### src/rtl/uart_pkg.sv
// Shared UART receive definitions: FSM state encoding, default bit period, majority vote helper.
package uart_pkg;

    localparam int CLKS_PER_BIT_DEF = 217;

    typedef enum logic [2:0] {
        WAIT_IDLE = 3'd0,
        IDLE      = 3'd1,
        START     = 3'd2,
        DATA      = 3'd3,
        STOP      = 3'd4
    } rx_state_e;

    function automatic logic maj3(input logic a, input logic b, input logic c);
        return (a & b) | (a & c) | (b & c);
    endfunction

endpackage

### src/rtl/uart_rx_os_if.sv
// Receive-side handshake and status bundle between the UART receiver and its byte consumer.
interface uart_rx_os_if #(
    parameter int FIFO_DEPTH = 4
);
    logic                        o_rx_valid;
    logic                        i_rx_ready;
    logic [7:0]                  o_rx_data;
    logic                        o_frame_err;
    logic                        o_overrun;
    logic                        o_rx_busy;
    logic [$clog2(FIFO_DEPTH):0] o_fifo_count;

    modport master (
        output o_rx_valid, o_rx_data, o_frame_err, o_overrun, o_rx_busy, o_fifo_count,
        input  i_rx_ready
    );

    modport slave (
        input  o_rx_valid, o_rx_data, o_frame_err, o_overrun, o_rx_busy, o_fifo_count,
        output i_rx_ready
    );
endinterface

### src/rtl/uart_sync_fifo.sv
// Purpose: 8-bit synchronous FIFO, power-of-two depth, head exposed combinationally.
// Latency: a pushed byte is visible at the head the cycle after the push.
// Backpressure: push into a full FIFO is accepted only together with a pop; otherwise ignored.
module uart_sync_fifo #(
    parameter int DEPTH = 4
) (
    input  logic                   clk,
    input  logic                   rst_l,
    input  logic                   push,
    input  logic [7:0]             push_dat,
    input  logic                   pop,
    output logic [7:0]             pop_dat,
    output logic                   full,
    output logic                   empty,
    output logic [$clog2(DEPTH):0] count
);
    localparam int AW = $clog2(DEPTH);

    logic [7:0]    mem [DEPTH];
    logic [AW-1:0] wr_ptr;
    logic [AW-1:0] rd_ptr;
    logic          wr_en;
    logic          rd_en;

    assign empty   = (count == '0);
    assign full    = (count == (AW+1)'(DEPTH));
    assign rd_en   = pop && !empty;
    assign wr_en   = push && (!full || rd_en);
    // Head reads as zero when empty so the output bus has a defined value out of reset.
    assign pop_dat = empty ? 8'h00 : mem[rd_ptr];

    always_ff @(posedge clk) begin
        if (!rst_l) begin
            wr_ptr <= '0;
            rd_ptr <= '0;
            count  <= '0;
        end else begin
            if (wr_en) wr_ptr <= wr_ptr + 1'b1;
            if (rd_en) rd_ptr <= rd_ptr + 1'b1;
            case ({wr_en, rd_en})
                2'b10:   count <= count + 1'b1;
                2'b01:   count <= count - 1'b1;
                default: ;
            endcase
        end
    end

    always_ff @(posedge clk) begin
        if (wr_en) mem[wr_ptr] <= push_dat;
    end

endmodule

### src/rtl/uart_rx_os.sv
// Purpose: 8N1 UART receiver with 3-sample majority vote per bit, feeding a small byte FIFO.
// Latency: byte appears on o_rx_valid the cycle after the stop-bit decision (mid stop bit).
// Backpressure: i_rx_ready pops the FIFO head; a byte arriving at a full FIFO is dropped with o_overrun.
module uart_rx_os
    import uart_pkg::*;
#(
    parameter int CLKS_PER_BIT = CLKS_PER_BIT_DEF,
    parameter int FIFO_DEPTH   = 4
) (
    input  logic         i_clk_sys,
    input  logic         i_rst_l,
    input  logic         i_rx_serial,
    uart_rx_os_if.master rx_if
);
    localparam int            CW   = $clog2(CLKS_PER_BIT);
    localparam logic [CW-1:0] MID  = CW'((CLKS_PER_BIT - 1) / 2);
    localparam logic [CW-1:0] LAST = CW'(CLKS_PER_BIT - 1);

    rx_state_e     state;
    logic          sync1;
    logic          sync2;
    logic [1:0]    sync_vld;
    logic [CW-1:0] cnt;
    logic [2:0]    bit_idx;
    logic          smp_a;
    logic          smp_b;
    logic [7:0]    shreg;
    logic          ferr_q;
    logic          ovr_q;

    logic          rx;
    logic          dec;
    logic          maj;
    logic          push;
    logic          pop;
    logic          fifo_full;
    logic          fifo_empty;

    assign rx   = sync2;
    assign dec  = (cnt == MID + 1'b1);
    assign maj  = maj3(smp_a, smp_b, rx);
    assign push = (state == STOP) && dec && maj;
    assign pop  = rx_if.o_rx_valid && rx_if.i_rx_ready;

    assign rx_if.o_rx_valid  = !fifo_empty;
    assign rx_if.o_rx_busy   = (state != IDLE);
    assign rx_if.o_frame_err = ferr_q;
    assign rx_if.o_overrun   = ovr_q;

    always_ff @(posedge i_clk_sys) begin
        if (!i_rst_l) begin
            sync1    <= 1'b1;
            sync2    <= 1'b1;
            sync_vld <= '0;
            state    <= WAIT_IDLE;
            cnt      <= '0;
            bit_idx  <= '0;
            smp_a    <= 1'b0;
            smp_b    <= 1'b0;
            shreg    <= '0;
            ferr_q   <= 1'b0;
            ovr_q    <= 1'b0;
        end else begin
            sync1    <= i_rx_serial;
            sync2    <= sync1;
            // The synchronizer's reset value is not a real observation of the line;
            // WAIT_IDLE only trusts sync2 once it carries a sampled value.
            sync_vld <= {sync_vld[0], 1'b1};
            ferr_q   <= 1'b0;
            ovr_q    <= push && fifo_full && !pop;
            cnt      <= (cnt == LAST) ? '0 : cnt + 1'b1;
            if (cnt == MID - 1'b1) smp_a <= rx;
            if (cnt == MID)        smp_b <= rx;

            case (state)
                WAIT_IDLE: if (rx && sync_vld[1]) state <= IDLE;
                IDLE: begin
                    if (!rx) begin
                        state <= START;
                        cnt   <= '0;
                    end
                end
                START: begin
                    if (dec && maj) begin
                        state <= IDLE;
                    end else if (cnt == LAST) begin
                        state   <= DATA;
                        bit_idx <= '0;
                    end
                end
                DATA: begin
                    if (dec) shreg <= {maj, shreg[7:1]};
                    if (cnt == LAST) begin
                        bit_idx <= bit_idx + 1'b1;
                        if (bit_idx == 3'd7) state <= STOP;
                    end
                end
                STOP: begin
                    // Decide mid stop bit so back-to-back frames keep half a bit of margin.
                    if (dec) begin
                        if (maj) begin
                            state <= IDLE;
                        end else begin
                            ferr_q <= 1'b1;
                            state  <= WAIT_IDLE;
                        end
                    end
                end
                default: state <= WAIT_IDLE;
            endcase
        end
    end

    uart_sync_fifo #(
        .DEPTH (FIFO_DEPTH)
    ) u_fifo (
        .clk      (i_clk_sys),
        .rst_l    (i_rst_l),
        .push     (push),
        .push_dat (shreg),
        .pop      (pop),
        .pop_dat  (rx_if.o_rx_data),
        .full     (fifo_full),
        .empty    (fifo_empty),
        .count    (rx_if.o_fifo_count)
    );

endmodule

### src/flat_wrapper.sv
// flat-port wrapper written by rule: the top's interface ports become plain ports
module uart_rx_os_flat import uart_pkg::*;
#(
    parameter int CLKS_PER_BIT = CLKS_PER_BIT_DEF,
    parameter int FIFO_DEPTH   = 4
)
  (i_clk_sys, i_rst_l, i_rx_serial, rx_if_o_rx_valid, rx_if_o_rx_data, rx_if_o_frame_err, rx_if_o_overrun, rx_if_o_rx_busy, rx_if_o_fifo_count, rx_if_i_rx_ready);
  uart_rx_os_if #(.FIFO_DEPTH(FIFO_DEPTH)) rx_if_i ();
  input  logic i_clk_sys;
  input  logic i_rst_l;
  input  logic i_rx_serial;
  output wire logic [$bits(rx_if_i.o_rx_valid)-1:0] rx_if_o_rx_valid;
  output wire logic [$bits(rx_if_i.o_rx_data)-1:0] rx_if_o_rx_data;
  output wire logic [$bits(rx_if_i.o_frame_err)-1:0] rx_if_o_frame_err;
  output wire logic [$bits(rx_if_i.o_overrun)-1:0] rx_if_o_overrun;
  output wire logic [$bits(rx_if_i.o_rx_busy)-1:0] rx_if_o_rx_busy;
  output wire logic [$bits(rx_if_i.o_fifo_count)-1:0] rx_if_o_fifo_count;
  input wire logic [$bits(rx_if_i.i_rx_ready)-1:0] rx_if_i_rx_ready;
  assign rx_if_o_rx_valid = rx_if_i.o_rx_valid;
  assign rx_if_o_rx_data = rx_if_i.o_rx_data;
  assign rx_if_o_frame_err = rx_if_i.o_frame_err;
  assign rx_if_o_overrun = rx_if_i.o_overrun;
  assign rx_if_o_rx_busy = rx_if_i.o_rx_busy;
  assign rx_if_o_fifo_count = rx_if_i.o_fifo_count;
  assign rx_if_i.i_rx_ready = rx_if_i_rx_ready;
  uart_rx_os #(.CLKS_PER_BIT(CLKS_PER_BIT), .FIFO_DEPTH(FIFO_DEPTH)) u_core (.i_clk_sys(i_clk_sys), .i_rst_l(i_rst_l), .i_rx_serial(i_rx_serial), .rx_if(rx_if_i));
endmodule
### config.mk
export PLATFORM = sky130hd
export DESIGN_NAME = uart_rx_os_flat
export DESIGN_NICKNAME = d
export VERILOG_FILES = /design/src/rtl/uart_pkg.sv /design/src/rtl/uart_rx_os_if.sv /design/src/rtl/uart_sync_fifo.sv /design/src/rtl/uart_rx_os.sv /design/src/flat_wrapper.sv
export SDC_FILE = /design/constraint.sdc
export NUM_CORES = 1
export LEC_CHECK = 0
export ABC_AREA = 1
export BUFFER_PORTS_ARGS = -buffer_cell sky130_fd_sc_hd__buf_2
export CAP_MARGIN = 20
export CORE_MARGIN = 10
export CORE_UTILIZATION = 55
export DETAILED_ROUTE_END_ITERATION = 10
export GPL_ROUTABILITY_DRIVEN = 0
export PLACE_DENSITY = 0.73
export SLEW_MARGIN = 25
export SYNTH_ARGS = -nofsm -noshare
export SYNTH_HDL_FRONTEND = slang
export SYNTH_HIERARCHICAL = 1
export SYNTH_SLANG_ARGS = --single-unit
### constraint.sdc
create_clock -name i_clk_sys -period 2.7 [get_ports i_clk_sys]
set_clock_uncertainty 0.1 [all_clocks]
set_input_delay 0.135 -clock i_clk_sys [delete_from_list [all_inputs] [get_ports i_clk_sys]]
set_output_delay 0.135 -clock i_clk_sys [all_outputs]
set_load 0.02 [all_outputs]
==> run_results.csv <==
group,metric,value,unit
run_status,status,"completed",
logic_synthesis,async_flop_share,0,%
power_and_ir_drop,pwr-share-seq,55.6,%
logic_synthesis,synth_top_area_cell,"edfxtp_1",
grt,grt_max_degree,18,
worst_setup_path,cp-end-kind,"flip-flop",
worst_setup_path,startpoint_type,"flip-flop",
die,die_area,9170,um2
logic_synthesis,ys_ff_latch,71,
sta,fmax,0.418,GHz
worst_setup_path,cp_data_required_time,2.87,ns
power_and_ir_drop,ir_drop,392,uV
placement,port_buffers,18,
worst_setup_path,cpMostUsedCell,"nand2_1",
placement,placedCellCount,449,
grt,antenna_found_initial,0,
die,core,5540,um2
sta,period_share,88.7,%
route,wl,5860,um
clocking,cts_buffer_depth,2,
clocking,clock-sinks,71,
logic_synthesis,synth_area_per_cell,8.74,um2
logic_synthesis,synthesis.area,3160,um2
worst_setup_path,rrSetupSlack,0.31,ns
placement,dpl-instance-area,3320,um2
clocking,cts_buffers,9,
sta,finalSetupViolations,0,
flow_run,cap_violations,0,
worst_setup_path,crit_type,"reg -> reg",
worst_setup_path,r2r-start,"u_core/u_fifo/count[0]",
cells_and_area,regArea,1740,um2
grt,grt_pass1_wl,9650,um
sta,hold_viol_final,0,
grt,grt_pass1_vias,2266,
route,vias,2391,
clocking,clockRootBuffer,"clkbuf_8",
min_path,hp-class,"in -> reg",
worst_setup_path,regToRegEndpoint,"u_core/u_fifo/count[2]",
cells_and_area,final_core_util,63.3,%
logic_synthesis,synth_top_area_share,30.4,%
route,postRouteAntennaNets,0,
route,drc,0,
min_path,min_from,"rx_if_i_rx_ready",
die,chipHeight,95.8,um
worst_setup_path,cpPeakStageDelay,0.38,ns
grt,overflow,0,
sta,max-slew-margin-rel,59.3,%
logic_synthesis,synth_area_leaders,"edfxtp_1 30%, dfxtp_1 25%, nor2_1 7.6%",
clocking,clk_pin_slew,0.08,ns
logic_synthesis,postSynthCellCount,361,
power_and_ir_drop,internal_power,1.54,mW
worst_setup_path,worst-path-max-fanout,10,
placement,dpl.hpwl,4200,um
clocking,cts_tree,"yes",
power_and_ir_drop,leakage,1.45,nW
grt,grt_usage,13.6,%
worst_setup_path,ff2ff_path_depth,15,
sta,worst_pin_slew,0.609,ns
route,drtIter0Drc,98,
min_path,whs_path_depth,5,
worst_setup_path,arrival,2.56,ns
cells_and_area,antenna_cells,0,
route,drt-wirelength-per-cell,12.6,um
placement,dp_slack,0.283,ns
cells_and_area,syn_to_final_growth,11.1,%
power_and_ir_drop,power_density,594,nW/um2
logic_synthesis,synth_edf_count,32,
cells_and_area,fin_area,3510,um2
logic_synthesis,yosysSeqAreaShare,55.2,%
die,start_util,57.0,%
route,dr.pass1.iters,4,
logic_synthesis,yosys_most_used_dff,"dfxtp_1",
logic_synthesis,postSynthNetCount,376,
sta,slew_violations,0,
logic_synthesis,synthDistinctLibCells,30,
worst_setup_path,crit_chain,"nor2_2 > nand2_2 > inv_4 > nor2_1 > inv_1 > nand3_2 > nand2_1 > ha_1 > inv_1 > fa_1 > nand2_1 > nand3_1 > nand2_1 > nand2_1 > nor2_1",
die,rows,27,
sta,rsz0062_at_grt,"false",
min_path,min_to,"u_core/u_fifo/rd_ptr[1]",
power_and_ir_drop,net-switching-power,0.541,mW
power_and_ir_drop,swShare,26.0,%
clocking,clk_latency,0.33,ns
worst_setup_path,cpMaxStageDelayCell,"fa_1",
power_and_ir_drop,p_clk_share,33.3,%
sta,fin_setup_tns,0,ns
cells_and_area,multiInputGateArea,1180,um2
route,vias_per_cell,5.13,
sta,min_period,2.39,ns
cells_and_area,final_cells,466,
logic_synthesis,yosysWarnings,6,
sta,setup_ws,0.305,ns
power_and_ir_drop,combPwrFrac,11.2,%
die,io_pins,19,
cells_and_area,final_net_count,405,
die,die_width,95.8,um
cells_and_area,fill_cells,481,
clocking,h-tree-depth,3,
cells_and_area,drive_gt1_share,15.2,%
worst max-delay path: cells and delay by family, from the launching register on:
family	cells	cell delay, ns
flops	1	0.34
simple gates	10	1.06
buf+inv	3	0.28
fa+ha+maj	2	0.57
per-layer routing:
metal	share of wire [%]	track usage [%]	vias up
li1	-	-	1230
met4	2.8	10.1	0
met5	0	0	-
met3	4.7	3.27	19
met1	42	13.9	1096
met2	51	23.6	46
state kept, by name, summed over array words and instances (netlist names), named ones only:
name,count
u_core/rx_if.o_frame_err,1
u_core/smp_a,1
u_core/u_fifo/rd_ptr,2
u_core/rx,1
u_core/sync1,1
u_core/bit_idx,3
u_core/u_fifo/mem,32
u_core/u_fifo/count,3
u_core/cnt,8
u_core/smp_b,1
u_core/shreg,8
u_core/rx_if.o_overrun,1
u_core/state,3
u_core/sync_vld,2
u_core/u_fifo/wr_ptr,2
Yosys cell counts (all sizes together), types with 2 or more instances:
library cell,number
nor3b,2
nand3,27
nor4,2
edfxtp,32
o21ai,21
a21oi,30
ha,10
nor3,3
inv,48
dfxtp,39
or2,2
buf,6
nor2,68
nand2,63
area by class of cell:
cell class                      count  area share, %
Clock inverter                      6           1.11
Clock buffer                        9           3.53
Sequential cell                    71           49.6
Multi-Input combinational cell    234           33.6
Inverter                           49           5.35
Timing Repair Buffer               25           4.21
Tap cell                           72           2.57
layout by cell type (no fill, tap or decap), types with 2 or more instances in the layout:
| cell | n |
|---|---|
| nand2_2 | 6 |
| or2_2 | 2 |
| ha_1 | 10 |
| clkbuf_8 | 9 |
| edfxtp_1 | 32 |
| inv_2 | 3 |
| dfxtp_1 | 39 |
| nand2_1 | 57 |
| o21ai_1 | 10 |
| nand3_2 | 5 |
| clkinv_2 | 3 |
| clkinv_4 | 2 |
| nor3b_1 | 2 |
| buf_4 | 5 |
| nor2_1 | 63 |
| o21ai_0 | 11 |
| nor4_1 | 2 |
| buf_2 | 18 |
| a21oi_1 | 30 |
| dlygate4sd3_1 | 2 |
| nor3_1 | 3 |
| inv_1 | 44 |
| nor2_2 | 4 |
| nand3_1 | 22 |
timing repair:
action | in CTS | in global routing
endpoints found under the hold margin | 2 | 0
endpoints found under the setup margin | 0 | 1
setup buffers | 0 | 0
hold buffers | 2 | 0
resized for setup | 0 | 2
worst max-delay path by stage:
stage	startpoint	end	depth (start not counted)
3_3_place_gp	u_core/u_fifo/count[0]	u_core/u_fifo/count[2]	16
6_report	u_core/u_fifo/count[0]	u_core/u_fifo/count[2]	15
4_1_cts	u_core/u_fifo/count[0]	u_core/u_fifo/count[2]	15
3_5_place_dp	u_core/u_fifo/count[0]	u_core/u_fifo/count[2]	15
5_1_grt	u_core/cnt[0]	u_core/u_fifo/count[2]	15
2_1_floorplan	u_core/u_fifo/count[0]	u_core/u_fifo/count[2]	16
power groups by stage:
stage	Combinational, mW	Clock [mW]	Sequential (mW)
2_1_floorplan	0.188	0	1.18
3_3_place_gp	0.228	0	1.18
3_5_place_dp	0.232	0	1.18
4_1_cts	0.235	0.718	1.16
5_1_grt	0.267	0.755	1.16
6_report	0.233	0.693	1.16
through the flow:
step	hold WS [ns]	total power, mW
floorplan	0.0627	1.36
global placement	0.222	1.41
detailed placement	0.229	1.41
CTS	0.109	2.11
global route	0.149	2.18
finish	0.123	2.09
cells by family after synthesis:
group	share of synthesized area, %
buf+inv	7.57
xor+xnor	0.555
simple gates	23.8
compound gates	8.32
flops	55.2
fa+ha+maj	4.60
No activity file was read; power rests on OpenSTA's default activity.
